### config.mk
export PLATFORM = sky130hd
export DESIGN_NAME = cp0_fwd_queue
export DESIGN_NICKNAME = d
export VERILOG_FILES = /design/src/rtl/cp0_fwd_queue.sv
export SDC_FILE = /design/constraint.sdc
export NUM_CORES = 1
export LEC_CHECK = 0
export CAP_MARGIN = 0
export CORE_MARGIN = 2
export CORE_UTILIZATION = 55
export CTS_BUF_LIST = sky130_fd_sc_hd__clkbuf_16
export CTS_CLUSTER_DIAMETER = 40
export DETAILED_ROUTE_END_ITERATION = 10
export PLACE_DENSITY = 0.79
export SYNTH_ARGS = -nofsm -noshare
export SYNTH_HDL_FRONTEND = slang
export SYNTH_SLANG_ARGS = --single-unit
### constraint.sdc
create_clock -name clk -period 17.2 [get_ports clk]
set_input_delay 3.44 -clock clk [delete_from_list [all_inputs] [get_ports clk]]
set_output_delay 3.44 -clock clk [all_outputs]
set_load 0.05 [all_outputs]
### src/rtl/cp0_fwd_queue.sv
`default_nettype none
// ============================================================================
//  Module   : cp0_fwd_queue
//  Brief    : In-flight CP0 write queue with read forwarding. Accepts up to
//             ISSUE_NUM writes per cycle (compacted in lane order), retires
//             the oldest entries on commit, and merges every matching entry
//             over the architectural CP0 value under its writable-bit mask.
//  Config   : `define CP0_FWD_BYPASS_EN to also forward this cycle's
//             accepted write lanes combinationally (youngest of all).
//  Revision : 1.0 - initial release
// ============================================================================
module cp0_fwd_queue #(
    parameter int ISSUE_NUM = 2,
    parameter int DEPTH     = 4,
    parameter int ADDR_W    = 8
) (
    input  logic                            clk,
    input  logic                            rst_n,
    input  logic [ISSUE_NUM-1:0]            wr_valid,
    input  logic [ISSUE_NUM*ADDR_W-1:0]     wr_addr,
    input  logic [ISSUE_NUM*32-1:0]         wr_data,
    input  logic [ISSUE_NUM*32-1:0]         wr_mask,
    output logic                            wr_ready,
    input  logic [$clog2(ISSUE_NUM+1)-1:0]  retire_cnt,
    input  logic                            flush,
    input  logic [ADDR_W-1:0]               rd_addr,
    input  logic [31:0]                     rd_cp0_data,
    output logic [31:0]                     rd_data,
    output logic                            rd_hit,
    output logic [$clog2(DEPTH+1)-1:0]      count,
    output logic                            full,
    output logic                            empty,
    output logic                            err_underflow
);

    localparam int PTR_W = $clog2(DEPTH);
    localparam int CNT_W = $clog2(DEPTH+1);

    // Entry payload (not reset: occupancy alone decides what is live)
    logic [ADDR_W-1:0] r_ent_addr [DEPTH];
    logic [31:0]       r_ent_data [DEPTH];
    logic [31:0]       r_ent_mask [DEPTH];

    logic [PTR_W-1:0]  r_head;
    logic [PTR_W-1:0]  r_tail;
    logic [CNT_W-1:0]  r_count;
    logic              r_err_underflow;

    logic [CNT_W-1:0]  w_free;
    logic              w_wr_ready;
    logic              w_enq_en;
    logic              w_byp_en;
    logic [CNT_W-1:0]  w_enq_cnt;
    logic [CNT_W-1:0]  w_enq_amt;
    logic [CNT_W-1:0]  w_ret_req;
    logic [CNT_W-1:0]  w_ret_cnt;
    logic              w_underflow;
    logic [PTR_W-1:0]  w_lane_off [ISSUE_NUM];
    logic [PTR_W-1:0]  w_lane_idx [ISSUE_NUM];
    logic [31:0]       w_rd_data;
    logic              w_rd_hit;

    // Admission: a whole group must fit; retires in the same cycle are not credited
    assign w_free     = CNT_W'(DEPTH) - r_count;
    assign w_wr_ready = (w_free >= CNT_W'(ISSUE_NUM));
    assign w_enq_en   = w_wr_ready && !flush;

`ifdef CP0_FWD_BYPASS_EN
    assign w_byp_en = w_enq_en;
`else
    assign w_byp_en = 1'b0;
`endif

    // Compaction: each valid lane lands after all older valid lanes
    always_comb begin
        w_enq_cnt = '0;
        for (int l = 0; l < ISSUE_NUM; l++) begin
            w_lane_off[l] = w_enq_cnt[PTR_W-1:0];
            w_lane_idx[l] = r_tail + w_enq_cnt[PTR_W-1:0];
            if (wr_valid[l]) begin
                w_enq_cnt = w_enq_cnt + CNT_W'(1);
            end
        end
    end

    assign w_enq_amt   = w_enq_en ? w_enq_cnt : '0;
    assign w_ret_req   = CNT_W'(retire_cnt);
    assign w_underflow = (w_ret_req > r_count);
    assign w_ret_cnt   = w_underflow ? r_count : w_ret_req;

    // Pointer/occupancy state; flush clears everything except the sticky error
    always_ff @(posedge clk or negedge rst_n) begin
        if (!rst_n) begin
            r_head          <= '0;
            r_tail          <= '0;
            r_count         <= '0;
            r_err_underflow <= 1'b0;
        end else if (flush) begin
            r_head  <= '0;
            r_tail  <= '0;
            r_count <= '0;
        end else begin
            r_head  <= r_head + w_ret_cnt[PTR_W-1:0];
            r_tail  <= r_tail + w_enq_amt[PTR_W-1:0];
            r_count <= r_count + w_enq_amt - w_ret_cnt;
            if (w_underflow) begin
                r_err_underflow <= 1'b1;
            end
        end
    end

    // Payload write: accepted valid lanes go to their compacted slots
    always_ff @(posedge clk) begin
        if (w_enq_en) begin
            for (int l = 0; l < ISSUE_NUM; l++) begin
                if (wr_valid[l]) begin
                    r_ent_addr[w_lane_idx[l]] <= wr_addr[l*ADDR_W +: ADDR_W];
                    r_ent_data[w_lane_idx[l]] <= wr_data[l*32 +: 32];
                    r_ent_mask[w_lane_idx[l]] <= wr_mask[l*32 +: 32];
                end
            end
        end
    end

    // Forwarding: merge live entries oldest-first, then (optionally) this cycle's lanes
    always_comb begin
        w_rd_data = rd_cp0_data;
        w_rd_hit  = 1'b0;
        for (int k = 0; k < DEPTH; k++) begin
            if ((CNT_W'(k) < r_count) &&
                (r_ent_addr[r_head + PTR_W'(k)] == rd_addr)) begin
                w_rd_data = (w_rd_data & ~r_ent_mask[r_head + PTR_W'(k)]) |
                            (r_ent_data[r_head + PTR_W'(k)] & r_ent_mask[r_head + PTR_W'(k)]);
                w_rd_hit  = 1'b1;
            end
        end
        for (int l = 0; l < ISSUE_NUM; l++) begin
            if (w_byp_en && wr_valid[l] && (wr_addr[l*ADDR_W +: ADDR_W] == rd_addr)) begin
                w_rd_data = (w_rd_data & ~wr_mask[l*32 +: 32]) |
                            (wr_data[l*32 +: 32] & wr_mask[l*32 +: 32]);
                w_rd_hit  = 1'b1;
            end
        end
    end

    assign wr_ready      = w_wr_ready;
    assign rd_data       = w_rd_data;
    assign rd_hit        = w_rd_hit;
    assign count         = r_count;
    assign full          = (r_count == CNT_W'(DEPTH));
    assign empty         = (r_count == '0);
    assign err_underflow = r_err_underflow;

    // Unused lane offsets are kept for readability of the compaction logic
    logic w_unused_off;
    always_comb begin
        w_unused_off = 1'b0;
        for (int l = 0; l < ISSUE_NUM; l++) begin
            w_unused_off = w_unused_off ^ (^w_lane_off[l]);
        end
    end

endmodule
`default_nettype wire

==> results of run 1 <==
[kinds of logic after synthesis]
family                     count (synthesis)  synth area share, %
muxes                                    683                 34.4
buffers and inverters                    173                 3.58
xor gates and xnor gates                  41                 1.63
AOI/OAI and AO/OA                        292                 10.6
and+or+nand+nor                          427                 9.48
DFF                                      296                 39.4
adders and majority gates                 15                0.869
[area by class of cell]
cell class                      instances  area (um2)  area share [%]
Antenna cell                            7        17.5          0.0659
Clock buffer                           49        1230            4.61
Clock inverter                         38         362            1.36
Inverter                               19        76.3           0.287
Multi-Input combinational cell       1458       12900            48.6
Sequential cell                       296        8860            33.3
Tap cell                              532         666            2.50
Timing Repair Buffer                  253        2470            9.30
[worst max-delay path, cell delays in order]
cell and delay (ps):
clkdlybuf4s50_1 530, xor2_1 220, a21oi_2 640, nand3_4 960
a2111oi_2 570, nor3_1 110, nor3_1 420, clkdlybuf4s50_1 890
[synthesized netlist by cell type (all sizes together) (3+ instances only)]
| cell type | instances |
|---|---|
| a22oi | 8 |
| o41ai | 25 |
| xnor2 | 26 |
| o22a | 8 |
| xor2 | 15 |
| o221ai | 24 |
| o2111ai | 24 |
| nor2b | 5 |
| edfxtp | 288 |
| nor3 | 60 |
| o21ai | 59 |
| a21oi | 47 |
| a2111oi | 24 |
| nor4 | 10 |
| and3 | 25 |
| nor4b | 3 |
| buf | 72 |
| a31o | 8 |
| mux2i | 235 |
| nor3b | 9 |
| dfrtp | 8 |
| mux2 | 419 |
| nand3 | 10 |
| and2 | 26 |
| inv | 19 |
| mux4 | 29 |
| nor2 | 95 |
| o211ai | 30 |
| ha | 14 |
| o21a | 24 |
| nand4 | 58 |
| nand2 | 112 |
| clkbuf | 82 |
| nand2b | 6 |
[flip-flops by register name, indices dropped and copies added, names as in the netlist]
signal,flops
r_ent_addr,32
err_underflow,1
r_tail,2
r_head,2
r_ent_data,128
count,3
r_ent_mask,128
[where the power goes]
group	internal, uW	switching (uW)	leakage (uW)
combinational	696	1020	0.00544
clock	596	358	0.000792
sequential	957	101	0.00273
[how the worst max path moves through the flow]
stage | from | end | depth (start not counted)
finish | rd_addr[5] | rd_data[1] | 8
global route | rd_addr[5] | rd_data[1] | 8
CTS | rd_addr[5] | rd_data[1] | 8
detailed placement | rd_addr[5] | rd_data[1] | 8
global placement | rd_addr[5] | rd_data[1] | 8
floorplan | flush | r_ent_addr[0][0] | 4
[per-stage QoR]
step / worst slack, ps / hold WS, ps / util (%) / total power [uW] / cell area, um2
6_report: 5930 / 485 / 65.6 / 3730 / 26600
2_1_floorplan: 7250 / 608 / - / 2370 / 22500
4_1_cts: 6020 / 489 / 65.5 / 3710 / 26600
5_1_grt: 5750 / 526 / 65.6 / 3900 / 26600
3_5_place_dp: 6060 / 474 / 61.6 / 2750 / 25000
3_3_place_gp: 6090 / 460 / 61.6 / 2700 / 25000
[routing by layer]
metal  GRT usage [%]  wire (um)  vias up
met5               0         79        -
met4            12.7       2310       12
met3            5.53       5100      180
met2            51.4      31400      767
met1            36.6      25000     8622
li1                -          -     7897
==> run summary, run 1 <==
Prevailing post-synth register cell: edfxtp_1
DRT Pass-1 Iters: 6
Clock Latency Late Sink: 580 ps
Worst Max-Slew Pin Slew: 1250 ps
WL final: 63900 um
Total of max-cap violations: 0
PortBufs: 230
Clock buffer count from CTS: 48
All-Layer GR Usage: 29.8%
VDD IR-drop max: 90.9 uV
Setup CP Type: input pin to output pin
Syn Inst Count: 1927
Final setup fails: 0
Syn Std Cell Area: 22500 um2
Full die area: 42500 um2
FP Rows: 74
Layout cell share with drive strength beyond 1: 29.5%
Synth top area share: 38.5%
Most frequent cells in the layout: mux2_2, edfxtp_1, mux2i_1
DR iter-0 viols: 1451
CTS resizes: 0
Final Max Tran Viols: 0
Register-to-Register Path Depth: 7
Status: finished clean
Pwr dens: 140 nW/um2
Worst-path clk slew: 40 ps
Antenna viol nets, final: 0
Initial Util: 55.4%
Hold Fails Final Rpt: 0
Final worst-path cycle share: 65.5%
Synth area leader: edfxtp_1
GP Congestion: 0.883
NumNets Final: 2282
Worst-path maximum fanout: 49
Yosys reg bits: 296
Layout fillers: 3055
Vias in the first global route: 17700
Leak pwr: 0.00896 uW
First-pass GRT wire length: 97100 um
Commonest non-fill, non-tap cell in the layout: mux2_2
Hold Path Stages: 1
Initial antenna violation count: 12
Post-synth EDFFs: 288
Clock Skew: 17.4 ps
Slew headroom: 16.8%
Die W: 206 um
DP Cell Count: 2558
Mean Syn Cell Area: 11.7 um2
Per-cell routed wire length: 24.1 um
Non-Filler Instances: 2652
R2r setup slk: 12830 ps
I/O pin total: 231
Reg2reg end: r_ent_data[1][4]
Layout area overhead: 18.4%
FMAX: 88.8 MHz
Number of vias per cell: 6.59
Unrepaired setup endpoints after global routing: no
Crit path capture type: output pin
Clock Tree Buf Depth: 3
Hold path startpoint: err_underflow
Hold WC Path Type: flop to flop
Synth async-reset ratio: 2.70%
H-tree Lvls: 2
Total grt overflow: 0
CP arrival: 7830 ps
Top post-synthesis cells by area: edfxtp_1, mux2_2, mux2i_1
Post-synthesis sequential area ratio: 39.4%
Netlist cell types: 63
Syn nets: 2133
Largest net degree at the start of global routing: 113
Worst Hold End: err_underflow
Tmin final: 11270 ps
TritonCTS clock tree: built
Post-route DRC violation count: 0
Synth warnings: 0
Post-CTS Setup Repair Bufs: 0
Setup TNS: 0 ps
Hold_buf cts: 0
Crit path launch type: input pin
HPWL after DPL: 39500 um
Root buf cell: clkbuf_16
Die Ht: 206 um
Sink Count: 296
WP data required: 13760 ps
Crit Reg-Reg Startpoint: count[1]
Via count: 17500
Core box area: 40600 um2
Note: power is estimated with default switching activity, not from simulation.
==> run 2, diff against run 1 <==
==> constraint.sdc (replaced) <==
create_clock -name clk -period 11.19 [get_ports clk]
set_input_delay 2.238 -clock clk [delete_from_list [all_inputs] [get_ports clk]]
set_output_delay 2.238 -clock clk [all_outputs]
set_load 0.05 [all_outputs]
==> run summary, run 2 (synthesized netlist as in run 1, its figures left out) <==
Status: finished clean
Hold WC Path Type: flop to flop
H-tree Lvls: 2 (unchanged)
Leak pwr: 0.00904 uW (+0.94%)
Clock buffer count from CTS: 52 (+8.3%)
DRT Pass-1 Iters: 6 (unchanged)
Hold Fails Final Rpt: 0 (unchanged)
Sink Count: 296 (unchanged)
CTS resizes: 0 (unchanged)
Full die area: 42500 um2 (unchanged)
TritonCTS clock tree: built
Root buf cell: clkbuf_16
NumNets Final: 2289 (+0.31%)
Most frequent cells in the layout: mux2_2, edfxtp_1, mux2i_1
WL final: 64500 um (+0.87%)
Crit path launch type: input pin
Initial Util: 55.4% (unchanged)
FMAX: 112 MHz
Hold_buf cts: 0 (unchanged)
Number of vias per cell: 6.62 (+0.37%)
All-Layer GR Usage: 30.1% (+0.32 points)
Via count: 17600 (+0.86%)
Total grt overflow: 0 (unchanged)
Layout cell share with drive strength beyond 1: 30.1% (+0.59 points)
Worst-path maximum fanout: 30 (-39%)
Tmin final: 8960 ps
Die Ht: 206 um (unchanged)
Setup CP Type: input pin to output pin
Worst Max-Slew Pin Slew: 1290 ps (+41.1 ps)
Crit path capture type: output pin
Post-CTS Setup Repair Bufs: 0 (unchanged)
VDD IR-drop max: 186 uV (+100%)
CP arrival: 6720 ps (-1110 ps)
Core box area: 40600 um2 (unchanged)
Setup TNS: 0 ps (unchanged)
Slew headroom: 14.3% (-2.5 points)
Die W: 206 um (unchanged)
Unrepaired setup endpoints after global routing: no
Vias in the first global route: 18000 (+1.9%)
Final Max Tran Viols: 0 (unchanged)
Clock Latency Late Sink: 600 ps (+20 ps)
Largest net degree at the start of global routing: 240 (+110%)
PortBufs: 230 (unchanged)
Antenna viol nets, final: 0 (unchanged)
Worst-path clk slew: 50 ps (about the same)
Clock Skew: 22.7 ps (+5.34 ps)
Per-cell routed wire length: 24.2 um (+0.38%)
Hold_ws: 484 ps (-1.84 ps)
Layout fillers: 3032 (-0.75%)
HPWL after DPL: 39200 um (-0.73%)
FP Rows: 74 (unchanged)
GP Congestion: 0.863 (-2.3%)
Pwr dens: 221 nW/um2 (+57%)
WP data required: 8950 ps (-4810 ps)
Tot Pwr: 5930 uW (+59%)
Clock Tree Buf Depth: 3 (unchanged)
Total of max-cap violations: 0 (unchanged)
Layout area overhead: 19.6%
I/O pin total: 231 (unchanged)
Final worst-path cycle share: 80.0%
Commonest non-fill, non-tap cell in the layout: mux2_2
DR iter-0 viols: 1365 (-5.9%)
Post-route DRC violation count: 0 (unchanged)
Final setup fails: 0 (unchanged)
First-pass GRT wire length: 98500 um (+1.5%)
Initial antenna violation count: 8 (-4)
## run 2: cell types whose count changed in the layout (fill, tap and decap cells not counted), sizes merged
cell and change:
diode +1, clkinvlp +4, clkbuf +5, bufinv +1, buf +3, inv +1, clkinv -2
## run 2: cell type report
class | count | area [um2] | share of cell area (%)
Timing Repair Buffer | 256 | 2510 | 9.35
Antenna cell | 8 | 20.0 | 0.0745
Clock inverter | 42 | 459 | 1.71
Tap cell | 532 | 666 | 2.48
Inverter | 19 | 76.3 | 0.284
Clock buffer | 54 | 1350 | 5.03
Multi-Input combinational cell | 1458 | 12900 | 48.1
Sequential cell | 296 | 8860 | 33.0
## run 2: per-stage QoR
step	utilization (%)	instances	area [um2]	worst slack (ps)
floorplan	-	1927	22500	2440
CTS	66.2	2657	26800	2370
global placement	61.7	2561	25000	2460
global route	66.2	2659	26800	2090
finish	66.2	2665	26900	2230
detailed placement	61.7	2561	25000	2400
## run 2: worst paths after layout
path                                    start                 to  slack [ps]  cells after the start
worst max-delay path               rd_addr[5]        rd_data[30]        2230                      9
worst min-delay path            err_underflow      err_underflow         480                      1
max in group asynchronous               rst_n          r_head[0]        8910                      1
worst max register to register       count[1]  r_ent_data[3][17]        6700                      8
worst min register to register  err_underflow      err_underflow         480                      1
min in group asynchronous               rst_n           count[2]        1940                      1
## run 2: metal layers
layer  vias up  wire length (um)  GRT usage [%]
li1       7919                 -              -
met1      8657             25300           37.2
met2       821             30700           50.0
met3       222              5440           6.45
met4        10              2980           15.0
met5         -                67              0
## run 2: critical path: stages
cell	delay (ps)
clkdlybuf4s50_1	530
xor2_1	220
a21oi_2	730
nand3_4	770
buf_4	450
a2111oi_2	310
nor3_1	110
nor3_1	450
clkdlybuf4s50_1	900
## run 2: report_power, final
part / switching [uW] / internal [uW]
Clock: 619 / 1030
Combinational: 1590 / 1080
Sequential: 148 / 1470
==> run 3, diff against run 2 <==
--- a/config.mk
+++ b/config.mk
@@ -7,7 +7,7 @@
 export LEC_CHECK = 0
 export CAP_MARGIN = 0
 export CORE_MARGIN = 2
-export CORE_UTILIZATION = 55
+export CORE_UTILIZATION = 53
 export CTS_BUF_LIST = sky130_fd_sc_hd__clkbuf_16
 export CTS_CLUSTER_DIAMETER = 40
 export DETAILED_ROUTE_END_ITERATION = 10
==> constraint.sdc (replaced) <==
create_clock -name clk -period 7.5 [get_ports clk]
set_input_delay 1.5 -clock clk [delete_from_list [all_inputs] [get_ports clk]]
set_output_delay 1.5 -clock clk [all_outputs]
set_load 0.05 [all_outputs]
==> run summary, run 3 (synthesized netlist as in run 1, its figures left out) <==
Via count: 17400 (-1.5%)
HPWL after DPL: 38700 um (-1.3%)
I/O pin total: 231 (unchanged)
DRT Pass-1 Iters: 6 (unchanged)
Largest net degree at the start of global routing: 166 (-31%)
Leak pwr: 0.00912 uW (+0.82%)
Full die area: 44000 um2 (+3.7%)
DR iter-0 viols: 1441 (+5.6%)
Number of vias per cell: 6.49 (-1.9%)
Antenna viol nets, final: 0 (unchanged)
Worst Max-Slew Pin Slew: 1320 ps (+32.5 ps)
Vias in the first global route: 17400 (-3.5%)
Slew headroom: 12.1% (-2.2 points)
Final worst-path cycle share: 89.4%
Total grt overflow: 0 (unchanged)
Status: finished clean
Reg2reg end: r_ent_data[1][9]
Hold Path Stages: 1 (unchanged)
Crit path capture type: output pin
Hold_buf cts: 0 (unchanged)
Most frequent cells in the layout: mux2_2, edfxtp_1, mux2i_1
Final Max Tran Viols: 0 (unchanged)
Commonest non-fill, non-tap cell in the layout: mux2_2
Crit path launch type: input pin
Setup CP Type: input pin to output pin
Die W: 210 um (+1.8%)
Final setup fails: 0 (unchanged)
Pwr dens: 330 nW/um2 (+49%)
Sink Count: 296 (unchanged)
CTS resizes: 0 (unchanged)
Clock buffer count from CTS: 52 (unchanged)
Layout area overhead: 19.7%
VDD IR-drop max: 216 uV (+16%)
Layout cell share with drive strength beyond 1: 31.2% (+1.1 points)
CP Launch Point: rd_addr[5]
Register-to-Register Path Depth: 8 (unchanged)
Core box area: 41900 um2 (+3.2%)
Post-CTS Setup Repair Bufs: 0 (unchanged)
First-pass GRT wire length: 95600 um (-3.0%)
Worst-path clk slew: 50 ps (about the same)
Worst Hold End: err_underflow
NumNets Final: 2289 (unchanged)
R2r setup slk: 3470 ps (-3230 ps)
PortBufs: 230 (unchanged)
Clock Skew: 17.8 ps (-4.95 ps)
Hold Fails Final Rpt: 0 (unchanged)
Tmin final: 6700 ps
Clock Tree Buf Depth: 3 (unchanged)
Total of max-cap violations: 0 (unchanged)
Setup TNS: 0 ps (unchanged)
FP Rows: 75 (+1.4%)
WP data required: 6000 ps (-2950 ps)
H-tree Lvls: 2 (unchanged)
Hold WC Path Type: flop to flop
WL final: 62800 um (-2.7%)
Initial antenna violation count: 12 (+4)
Clock Latency Late Sink: 600 ps (about the same)
CP arrival: 5200 ps (-1520 ps)
Tot Pwr: 8870 uW (+50%)
Root buf cell: clkbuf_16
Crit Reg-Reg Startpoint: count[0]
Initial Util: 53.7% (-1.7 points)
Post-route DRC violation count: 0 (unchanged)
Layout fillers: 3149 (+3.9%)
All-Layer GR Usage: 27.8% (-2.3 points)
Unrepaired setup endpoints after global routing: no
Hold path startpoint: err_underflow
Worst-path maximum fanout: 38 (+27%)
TritonCTS clock tree: built
Per-cell routed wire length: 23.5 um (-3.1%)
Die Ht: 210 um (+1.8%)
GP Congestion: 0.880 (+2.0%)
FMAX: 149 MHz
run 3: through the flow:
stage                     hold WS, ps  utilization, %  instance area (um2)  std cells  worst slack [ps]
after floorplan                   608               -                22500       1927              1270
after global placement            467            59.8                25000       2568               988
after detailed placement          475            59.8                25000       2568               909
after CTS                         497            64.2                26900       2666               869
after global routing              526            64.2                26900       2671               623
final                             493            64.3                26900       2676               797
run 3: worst max-delay path, cell delays in order:
cell and delay (ps):
clkdlybuf4s50_1 530, xor2_1 220, a21oi_2 670, nand3_4 840, a2111oi_2 520, nor3_1 110
nor3_1 570, buf_12 220
run 3: cell type report:
type	instances	area (um2)	share of cell area, %
Multi-Input combinational cell	1458	12900	48.0
Sequential cell	296	8860	32.9
Timing Repair Buffer	256	2490	9.25
Clock buffer	54	1350	5.02
Tap cell	539	674	2.51
Clock inverter	44	502	1.87
Inverter	19	76.3	0.284
Antenna cell	10	25.0	0.0931
run 3: metal layers:
metal | vias to the layer above | part of all wire (%) | track usage [%]
li1 | 7917 | - | -
met1 | 8576 | 40 | 34.7
met2 | 698 | 48 | 47.2
met3 | 168 | 7.9 | 6.13
met4 | 6 | 3.5 | 11.0
met5 | - | 0.049 | 0
run 3: where the power goes:
| group | internal, uW | switching (uW) | total (uW) |
|---|---|---|---|
| Clock | 1580 | 918 | 2500 |
| Sequential | 2190 | 235 | 2420 |
| Combinational | 1610 | 2340 | 3950 |
run 3: how the worst max path moves through the flow:
stage,endpoint,slack [ps],cells after the start
after floorplan,r_ent_addr[3][0],1270,4
after global placement,rd_data[1],990,8
after detailed placement,rd_data[1],910,8
after CTS,rd_data[1],870,8
after global routing,rd_data[10],620,9
final,rd_data[1],800,8
